<file path="config.mk">
export PLATFORM = sky130hd
export DESIGN_NAME = adc_burst_cntr_mc
export DESIGN_NICKNAME = d
export VERILOG_FILES = /design/src/rtl/adc_burst_pkg.sv /design/src/rtl/adc_burst_cntr_ch.sv /design/src/rtl/adc_burst_cntr_mc.sv
export SDC_FILE = /design/constraint.sdc
export NUM_CORES = 1
export LEC_CHECK = 0
export CORE_UTILIZATION = 55
export DETAILED_ROUTE_END_ITERATION = 16
export PLACE_DENSITY = 0.85
export RECOVER_POWER = 50
export SLEW_MARGIN = 15
export SYNTH_ARGS = -nofsm -noshare
export SYNTH_HDL_FRONTEND = slang
export SYNTH_SLANG_ARGS = --single-unit
</file>
<file path="constraint.sdc">
create_clock -name clk -period 5.23 [get_ports clk]
set_clock_uncertainty 0.15 [all_clocks]
set_input_delay 1.569 -clock clk [delete_from_list [all_inputs] [get_ports clk]]
set_output_delay 1.569 -clock clk [all_outputs]
set_load 0.005 [all_outputs]
</file>
<file path="src/rtl/adc_burst_pkg.sv">
// Shared defaults and per-channel state encoding for the multi-channel ADC burst counter.
package adc_burst_pkg;

    localparam int DEF_NUM_CHAN = 5;
    localparam int DEF_CNT_W    = 21;

    typedef enum logic [1:0] {
        ST_IDLE  = 2'd0,
        ST_COUNT = 2'd1,
        ST_DONE  = 2'd2
    } chan_state_e;

endpackage

</file>
<file path="src/rtl/adc_burst_cntr_ch.sv">
// One ADC channel burst down-counter: loads on init, decrements on enable, registered at_zero/overrun.
// Single-cycle update; no backpressure, init overrides a same-cycle enable.
module adc_burst_cntr_ch
    import adc_burst_pkg::*;
#(
    parameter int CNT_W = DEF_CNT_W
) (
    input  logic             i_clk,
    input  logic             i_rst,
    input  logic             i_init,
    input  logic             i_chan_en,
    input  logic [CNT_W-1:0] i_num,
    input  logic             i_enable,
    output logic             o_at_zero,
    output logic             o_overrun,
`ifdef BURST_CNT_READBACK_EN
    output logic [CNT_W-1:0] o_cnt,
`endif
    output chan_state_e      o_state
);

    logic [CNT_W-1:0] r_cnt;
    chan_state_e      r_state;
    logic             r_at_zero;
    logic             r_overrun;
    logic [CNT_W-1:0] w_cnt_dec;

    assign w_cnt_dec = r_cnt - CNT_W'(1);

    always_ff @(posedge i_clk or posedge i_rst) begin
        if (i_rst) begin
            r_cnt     <= '0;
            r_state   <= ST_IDLE;
            r_at_zero <= 1'b1;
            r_overrun <= 1'b0;
        end else if (i_init) begin
            r_overrun <= 1'b0;
            if (i_chan_en && (i_num != '0)) begin
                r_cnt     <= i_num;
                r_state   <= ST_COUNT;
                r_at_zero <= 1'b0;
            end else begin
                r_cnt     <= '0;
                r_state   <= i_chan_en ? ST_DONE : ST_IDLE;
                r_at_zero <= 1'b1;
            end
        end else if (i_enable) begin
            // COUNT always holds a non-zero count, so the decrement cannot wrap.
            if (r_state == ST_COUNT) begin
                r_cnt     <= w_cnt_dec;
                r_at_zero <= (w_cnt_dec == '0);
                if (w_cnt_dec == '0)
                    r_state <= ST_DONE;
            end else begin
                r_overrun <= 1'b1;
            end
        end
    end

    assign o_at_zero = r_at_zero;
    assign o_overrun = r_overrun;
    assign o_state   = r_state;
`ifdef BURST_CNT_READBACK_EN
    assign o_cnt     = r_cnt;
`endif

endmodule

</file>
<file path="src/rtl/adc_burst_cntr_mc.sv">
// Multi-channel ADC burst counter with armed-mask fill_done pulse (1 cycle after last channel DONE).
// No backpressure; optional count readback (1-cycle latency) when BURST_CNT_READBACK_EN is defined.
module adc_burst_cntr_mc
    import adc_burst_pkg::*;
#(
    parameter int NUM_CHAN = DEF_NUM_CHAN,
    parameter int CNT_W    = DEF_CNT_W,
    localparam int SEL_W   = (NUM_CHAN > 1) ? $clog2(NUM_CHAN) : 1
) (
    input  logic                clk,
    input  logic                rst,
    input  logic [CNT_W-1:0]    num_fill_bursts,
    input  logic [NUM_CHAN-1:0] chan_en,
    input  logic                init,
    input  logic [NUM_CHAN-1:0] enable,
`ifdef BURST_CNT_READBACK_EN
    input  logic [SEL_W-1:0]    cnt_sel,
    output logic [CNT_W-1:0]    cnt_rd,
`endif
    output logic [NUM_CHAN-1:0] at_zero,
    output logic                fill_done,
    output logic [NUM_CHAN-1:0] overrun
);

    chan_state_e         w_state [NUM_CHAN];
    logic [NUM_CHAN-1:0] w_done;
    logic [NUM_CHAN-1:0] r_armed;
    logic                r_pending;
    logic                r_fill_done;
    logic                w_all_done;
`ifdef BURST_CNT_READBACK_EN
    logic [CNT_W-1:0]    w_cnt [NUM_CHAN];
    logic [CNT_W-1:0]    r_cnt_rd;
`endif

    for (genvar g = 0; g < NUM_CHAN; g++) begin : g_ch
        adc_burst_cntr_ch #(.CNT_W(CNT_W)) u_ch (
            .i_clk     (clk),
            .i_rst     (rst),
            .i_init    (init),
            .i_chan_en (chan_en[g]),
            .i_num     (num_fill_bursts),
            .i_enable  (enable[g]),
            .o_at_zero (at_zero[g]),
            .o_overrun (overrun[g]),
`ifdef BURST_CNT_READBACK_EN
            .o_cnt     (w_cnt[g]),
`endif
            .o_state   (w_state[g])
        );
        assign w_done[g] = (w_state[g] == ST_DONE);
    end

    // r_pending is only set by an init with a non-empty mask, so an empty mask never pulses.
    assign w_all_done = r_pending && ((w_done & r_armed) == r_armed);

    always_ff @(posedge clk or posedge rst) begin
        if (rst) begin
            r_armed     <= '0;
            r_pending   <= 1'b0;
            r_fill_done <= 1'b0;
        end else if (init) begin
            r_armed     <= chan_en;
            r_pending   <= |chan_en;
            r_fill_done <= 1'b0;
        end else begin
            r_fill_done <= w_all_done;
            if (w_all_done)
                r_pending <= 1'b0;
        end
    end

    assign fill_done = r_fill_done;

`ifdef BURST_CNT_READBACK_EN
    always_ff @(posedge clk or posedge rst) begin
        if (rst)
            r_cnt_rd <= '0;
        else if (int'(cnt_sel) < NUM_CHAN)
            r_cnt_rd <= w_cnt[cnt_sel];
        else
            r_cnt_rd <= '0;
    end

    assign cnt_rd = r_cnt_rd;
`endif

endmodule

</file>
## Word level (Yosys, flattened, before mapping)

Cells that the tools add are included.

| word-level totals | value |
|---|---|
| ROM bits | 0 |
| memory bits (writable) | 0 |
| bits in latches | 0 |
| bits of input ports | 34 |
| register bits | 132 |
| memories | 0 |

| operators by class | value |
|---|---|
| order comparisons | 0 |
| equal/unequal tests | 16 |
| shift operators | 0 |
| $add $sub $neg | 5 |
| muxes and demuxes | 88 |
| reductions and logical operators | 44 |
| bitwise operators | 1 |
| multipliers | 0 |
| div/mod/pow operators | 0 |

Operator list:

| cell | number |
|---|---|
| two-way mux 21 bit | 20 |
| logical NOT 21 bit | 5 |
| subtractor 21 x 1 -> 21 bit, second input constant | 5 |
| two-way mux 2 bit | 30 |
| two-way mux 1 bit | 38 |
| nonzero test 2 bit | 16 |
| nonzero test 21 bit | 1 |
| AND reduction 2 bit | 10 |
| AND reduction 3 bit | 5 |
| equality test 2 x 1 -> 1 bit, second input constant | 5 |
| equality test 2 bit, second input constant | 5 |
| inequality test 2 bit, second input constant | 5 |
| logical AND 1 bit | 6 |
| AND 5 bit | 1 |
| equality test 5 bit | 1 |
| OR reduction 5 bit | 1 |

## Longest topological paths before layout

| logic depth | value |
|---|---|
| depth in word-level cells | 6 |
| depth in mapped cells | 10 |
| gate-level depth less buffers | 8 |

## By module

Synthesis repeated with hierarchy kept, for this count alone.

| second synthesis, totals | value |
|---|---|
| cell total of the unflattened synthesis | 1159 |
| area, all modules | 9480.3 um2 |

By module, submodules not included:

| module | times used | area each (um2) | cells each | sequential area each (um2) |
|---|---|---|---|---|
| adc_burst_cntr_ch at g_ch[0].u_ch ... | 3 | 1911.8 | 239 | 626.9 |
| adc_burst_cntr_ch at g_ch[3].u_ch ... | 2 | 1706.6 | 208 | 626.9 |
| adc_burst_cntr_mc | 1 | 331.6 | 26 | 175.2 |

## Worst setup path after synthesis

Ideal clock, no wire load.

| timing path | value |
|---|---|
| path kind | input-to-reg |
| start point | input num_fill_bursts[15] |
| end point | register g_ch[4].u_ch.r_cnt[6] |
| library setup time | 0.129 ns |
| stages | 8 |
| data required time | 4.951 ns |
| path buffers | 3 |
| arrival time | 3.154 ns |
| setup slack | 1.797 ns |
| cell sequence | clkbuf_1 nor4_1 nand4_1 o21a_1 clkbuf_1 clkbuf_1 a221oi_1 nor3_1 |

| on the way | value |
|---|---|
| cells in the longest elaborated chain, start to end | 4 |

Ends and longest elaborated chain:

| element | RTL line | text |
|---|---|---|
| from (decl) | adc_burst_cntr_mc.sv:12 | `input logic [CNT_W-1:0] num_fill_bursts,` |
| nonzero test 21 bit | adc_burst_cntr_ch.sv:38 | `if (i_chan_en && (i_num != '0)) begin` |
| logical AND 1 bit | adc_burst_cntr_ch.sv:38 |  |
| two-way mux 21 bit | adc_burst_cntr_ch.sv:38 |  |
| two-way mux 21 bit | adc_burst_cntr_ch.sv:36 | `end else if (i_init) begin` |
| to (signal assigned) | adc_burst_cntr_ch.sv:39 | `r_cnt <= i_num;` |
| to (signal assigned) | adc_burst_cntr_ch.sv:50 | `r_cnt <= w_cnt_dec;` |
| to (decl) | adc_burst_cntr_ch.sv:22 | `logic [CNT_W-1:0] r_cnt;` |

No other way between the ends.
A chain may end at the register's enable or synchronous reset.

## Final worst setup path

| timing path | value |
|---|---|
| start point | input num_fill_bursts[12] |
| end point | register g_ch[4].u_ch.r_cnt[9] |

Same word-level chain as after synthesis.

==> reports/qor.txt <==
=================================================================================
Run status                                                           finished, violations left
Failing checks                                                       capacitance limit, slew limit
Cells after synthesis                                                        1160
Post-synthesis average cell area                                         7.94 um2
Part of the total power dissipated in sequential elements                   0.391
Fin. Hold Viols                                                                 0
Post-synth EDFFs                                                                0
Count of distinct cell types in the synthesized netlist                        74
Portion of total power attributed to the clock network                      0.342
Worst endpoint data arrival time                                          4.25 ns
Destination of the critical timing path                              g_ch[4].u_ch.r_cnt[9]
Clk pin slew, worst setup/hold paths                                      0.06 ns
Register bit total from synthesis                                             132
Worst Max-Slew Pin Slew                                                   1.76 ns
Critical Path Start Type                                               input port
Total grt overflow                                                              0
H-Tree Depth                                                                    4
Setup repair after global routing missed its margin                            no
Share of Yosys cell area claimed by the top area cell type                  0.345
Drt pass-1 iters                                                                7
Switching part of the total power                                           0.354
Synth area leaders                                                   dfrtp_1, a21oi_1, nor2_1
Post-synth ARST share                                                        1.00
Synthesized Nets                                                             1204
Critical R2R Capture                                                 g_ch[4].u_ch.o_state[0]
R2R depth                                                                       6
Static Leakage                                                            4.16 nW
Max Clock Freq                                                            244 MHz
Final critical delay including setup and external delays                  4.10 ns
Library cell occupying the most area in the post-synthesis netlist        dfrtp_1
X dimension of the die                                                     131 um
Worst Path Max Fanout                                                          26
Required @ worst endpoint                                                 5.39 ns
Global-route wire length before repair                                    46.0 mm
Initial core utilization                                                    0.571
Post-synthesis sequential area ratio                                        0.360
Post-synthesis instance area                                             9210 um2
Max-slew headroom at the worst pin                                         -0.175
Max Slew Vio Count                                                            108
Root buffer cell                                                        clkbuf_16
Core Box Area                                                           16100 um2
CTS max path bufs                                                               2
Kind of end point of the critical path                                   register
TritonCTS clock tree                                                          yes
# IOs                                                                          45
Fin util                                                                    0.637
Clock Sink Count                                                              132
Most used DFF post-synth                                                  dfrtp_1
Starting DRC count in detailed routing                                       1330
Setup total negative slack                                                   0 ns
Cts-stage hold buffer count                                                     0
Final WL                                                                  28.8 mm
Hold Crit Start                                                        r_armed[4]
Nets@finish                                                                  1197
Internal power                                                            2.14 mW
Ratio of cells with drive above 1 in the final layout                      0.0875
Vias in the first global route                                               8777
Layout Cells excl Fill                                                       1382
Commonest cells in the synthesized netlist                           nor2_1, dfrtp_1, a21oi_1, nand2_1, clkbuf_1
Number of antenna cells inserted                                                0
Number of gates resized after CTS                                               0
Port buffer count                                                              44
Antenna violations before repair                                                0
Detailed-route DRC error count                                                  0
Routed vias                                                                  9630
DP Cell Count                                                                1350
Worst hold path class                                                register to register
Die Footprint                                                           17300 um2
Maximum number of pins on one net before global-route repair                   82
WL/cell                                                                   20.8 um
Fillers                                                                      1348
Placer Congestion                                                           0.953
Number of routed nets with antenna violations                                   0
Gate power share                                                            0.267
HPWL after detailed placement                                             18.9 mm
Cell row count                                                                 46
Number of warnings printed during yosys synthesis                               0
Critical setup path kind                                             input port to register
Power density over the cells                                           323 nW/um2
Worst voltage drop across the vdd grid                                   0.252 mV
Cell with the most instances after synthesis                               nor2_1
Inserted Clock Buffers                                                         17
GRT Resource Usage Total                                                    0.336
Setup violators final                                                           0
Later-pin clock latency in the skew report                                0.44 ns
Worst setup startpoint                                               num_fill_bursts[12]
Setup slack, reg-to-reg                                                   1.85 ns
Via count normalized by instance count                                       6.97
FF-to-FF Start                                                       g_ch[4].u_ch.r_cnt[3]
Sw power                                                                  1.17 mW
Number of max-capacitance violations reported                                   2
Period utilization                                                          0.783
Setup Slack @ Placement                                                  0.892 ns
Final worst setup slack                                                   1.13 ns
Layout overhead on the synthesized area                                     11.5%
Setup Fix Bufs, Post-CTS                                                        0
Die height                                                                 131 um
=================================================================================
layout by cell type, fill, tap and decap left out, drive strengths merged, types with 18 or more instances in the layout:
cell type,count
nor2,152
dfrtp,127
a21oi,118
nand2,91
nor3,59
o21ai,49
a31oi,42
clkdlybuf4s50,41
nand3,37
nor4,35
inv,29
buf,28
clkbuf,26
nand4,22
xnor2,21
a21o,19
a211oi,18
stage by stage:
stage                     power [mW]  hold WS (ns)  area, um2
after floorplan                 1.92         0.293       9210
after global placement          2.13         0.304       9720
after detailed placement        2.16         0.323       9720
after CTS                       3.28         0.336      10300
after global routing            3.46         0.363      10300
final                           3.31         0.335      10300
layer usage:
layer,global-route usage,vias to the layer above,routed length (um)
li1,-,4263,-
met1,0.443,4573,11000
met2,0.514,657,13000
met3,0.0791,137,3310
met4,0.175,0,1460
met5,0,-,0
cells by family after synthesis:
kind of cell	Yosys count	synth area share
and+or+nand+nor	498	0.284
buffers and inverters	129	0.0587
xor gates and xnor gates	33	0.0314
DFF	132	0.360
adders and majority gates	10	0.0136
AOI/OAI and AO/OA	355	0.249
muxes	3	0.00353
cell type report:
type                       count  area, um2  area share
multi-input combinational    899       5360       0.522
sequential                   132       3310       0.322
timing repair buffer          73        662      0.0645
clock buffer                  24        502      0.0489
tap                          216        270      0.0263
inverter                      30        114      0.0111
clock inverter                 8       50.0     0.00488
critical path: stages:
cell and delay, ns:
clkdlybuf4s50_1 0.41, buf_4 0.20, nor4_1 0.36, nand4_1 0.34
o21a_1 0.61, and2_1 0.35, o21ai_0 0.27, a2bb2oi_1 0.13
worst min path at each step:
stage,endpoint,slack (ns),cells past startpoint
2_1_floorplan,r_armed[4],0.29,1
3_3_place_gp,r_armed[4],0.30,1
3_5_place_dp,r_armed[4],0.32,1
4_1_cts,r_armed[4],0.34,1
5_1_grt,r_armed[4],0.36,1
6_report,r_armed[4],0.34,1
power groups by stage:
stage | combinational [mW] | clock (mW) | sequential (mW)
floorplan | 0.694 | 0 | 1.22
global placement | 0.832 | 0 | 1.30
detailed placement | 0.855 | 0 | 1.30
CTS | 0.863 | 1.13 | 1.29
global route | 0.964 | 1.18 | 1.31
finish | 0.885 | 1.13 | 1.30
registers in the layout (all words and copies together), names as in the netlist:
name                 cells
fill_done                1
g_ch.u_ch.o_at_zero      5
g_ch.u_ch.o_overrun      5
g_ch.u_ch.o_state       10
g_ch.u_ch.r_cnt        105
r_armed                  5
r_pending                1
(Power assumes the default switching activity.)
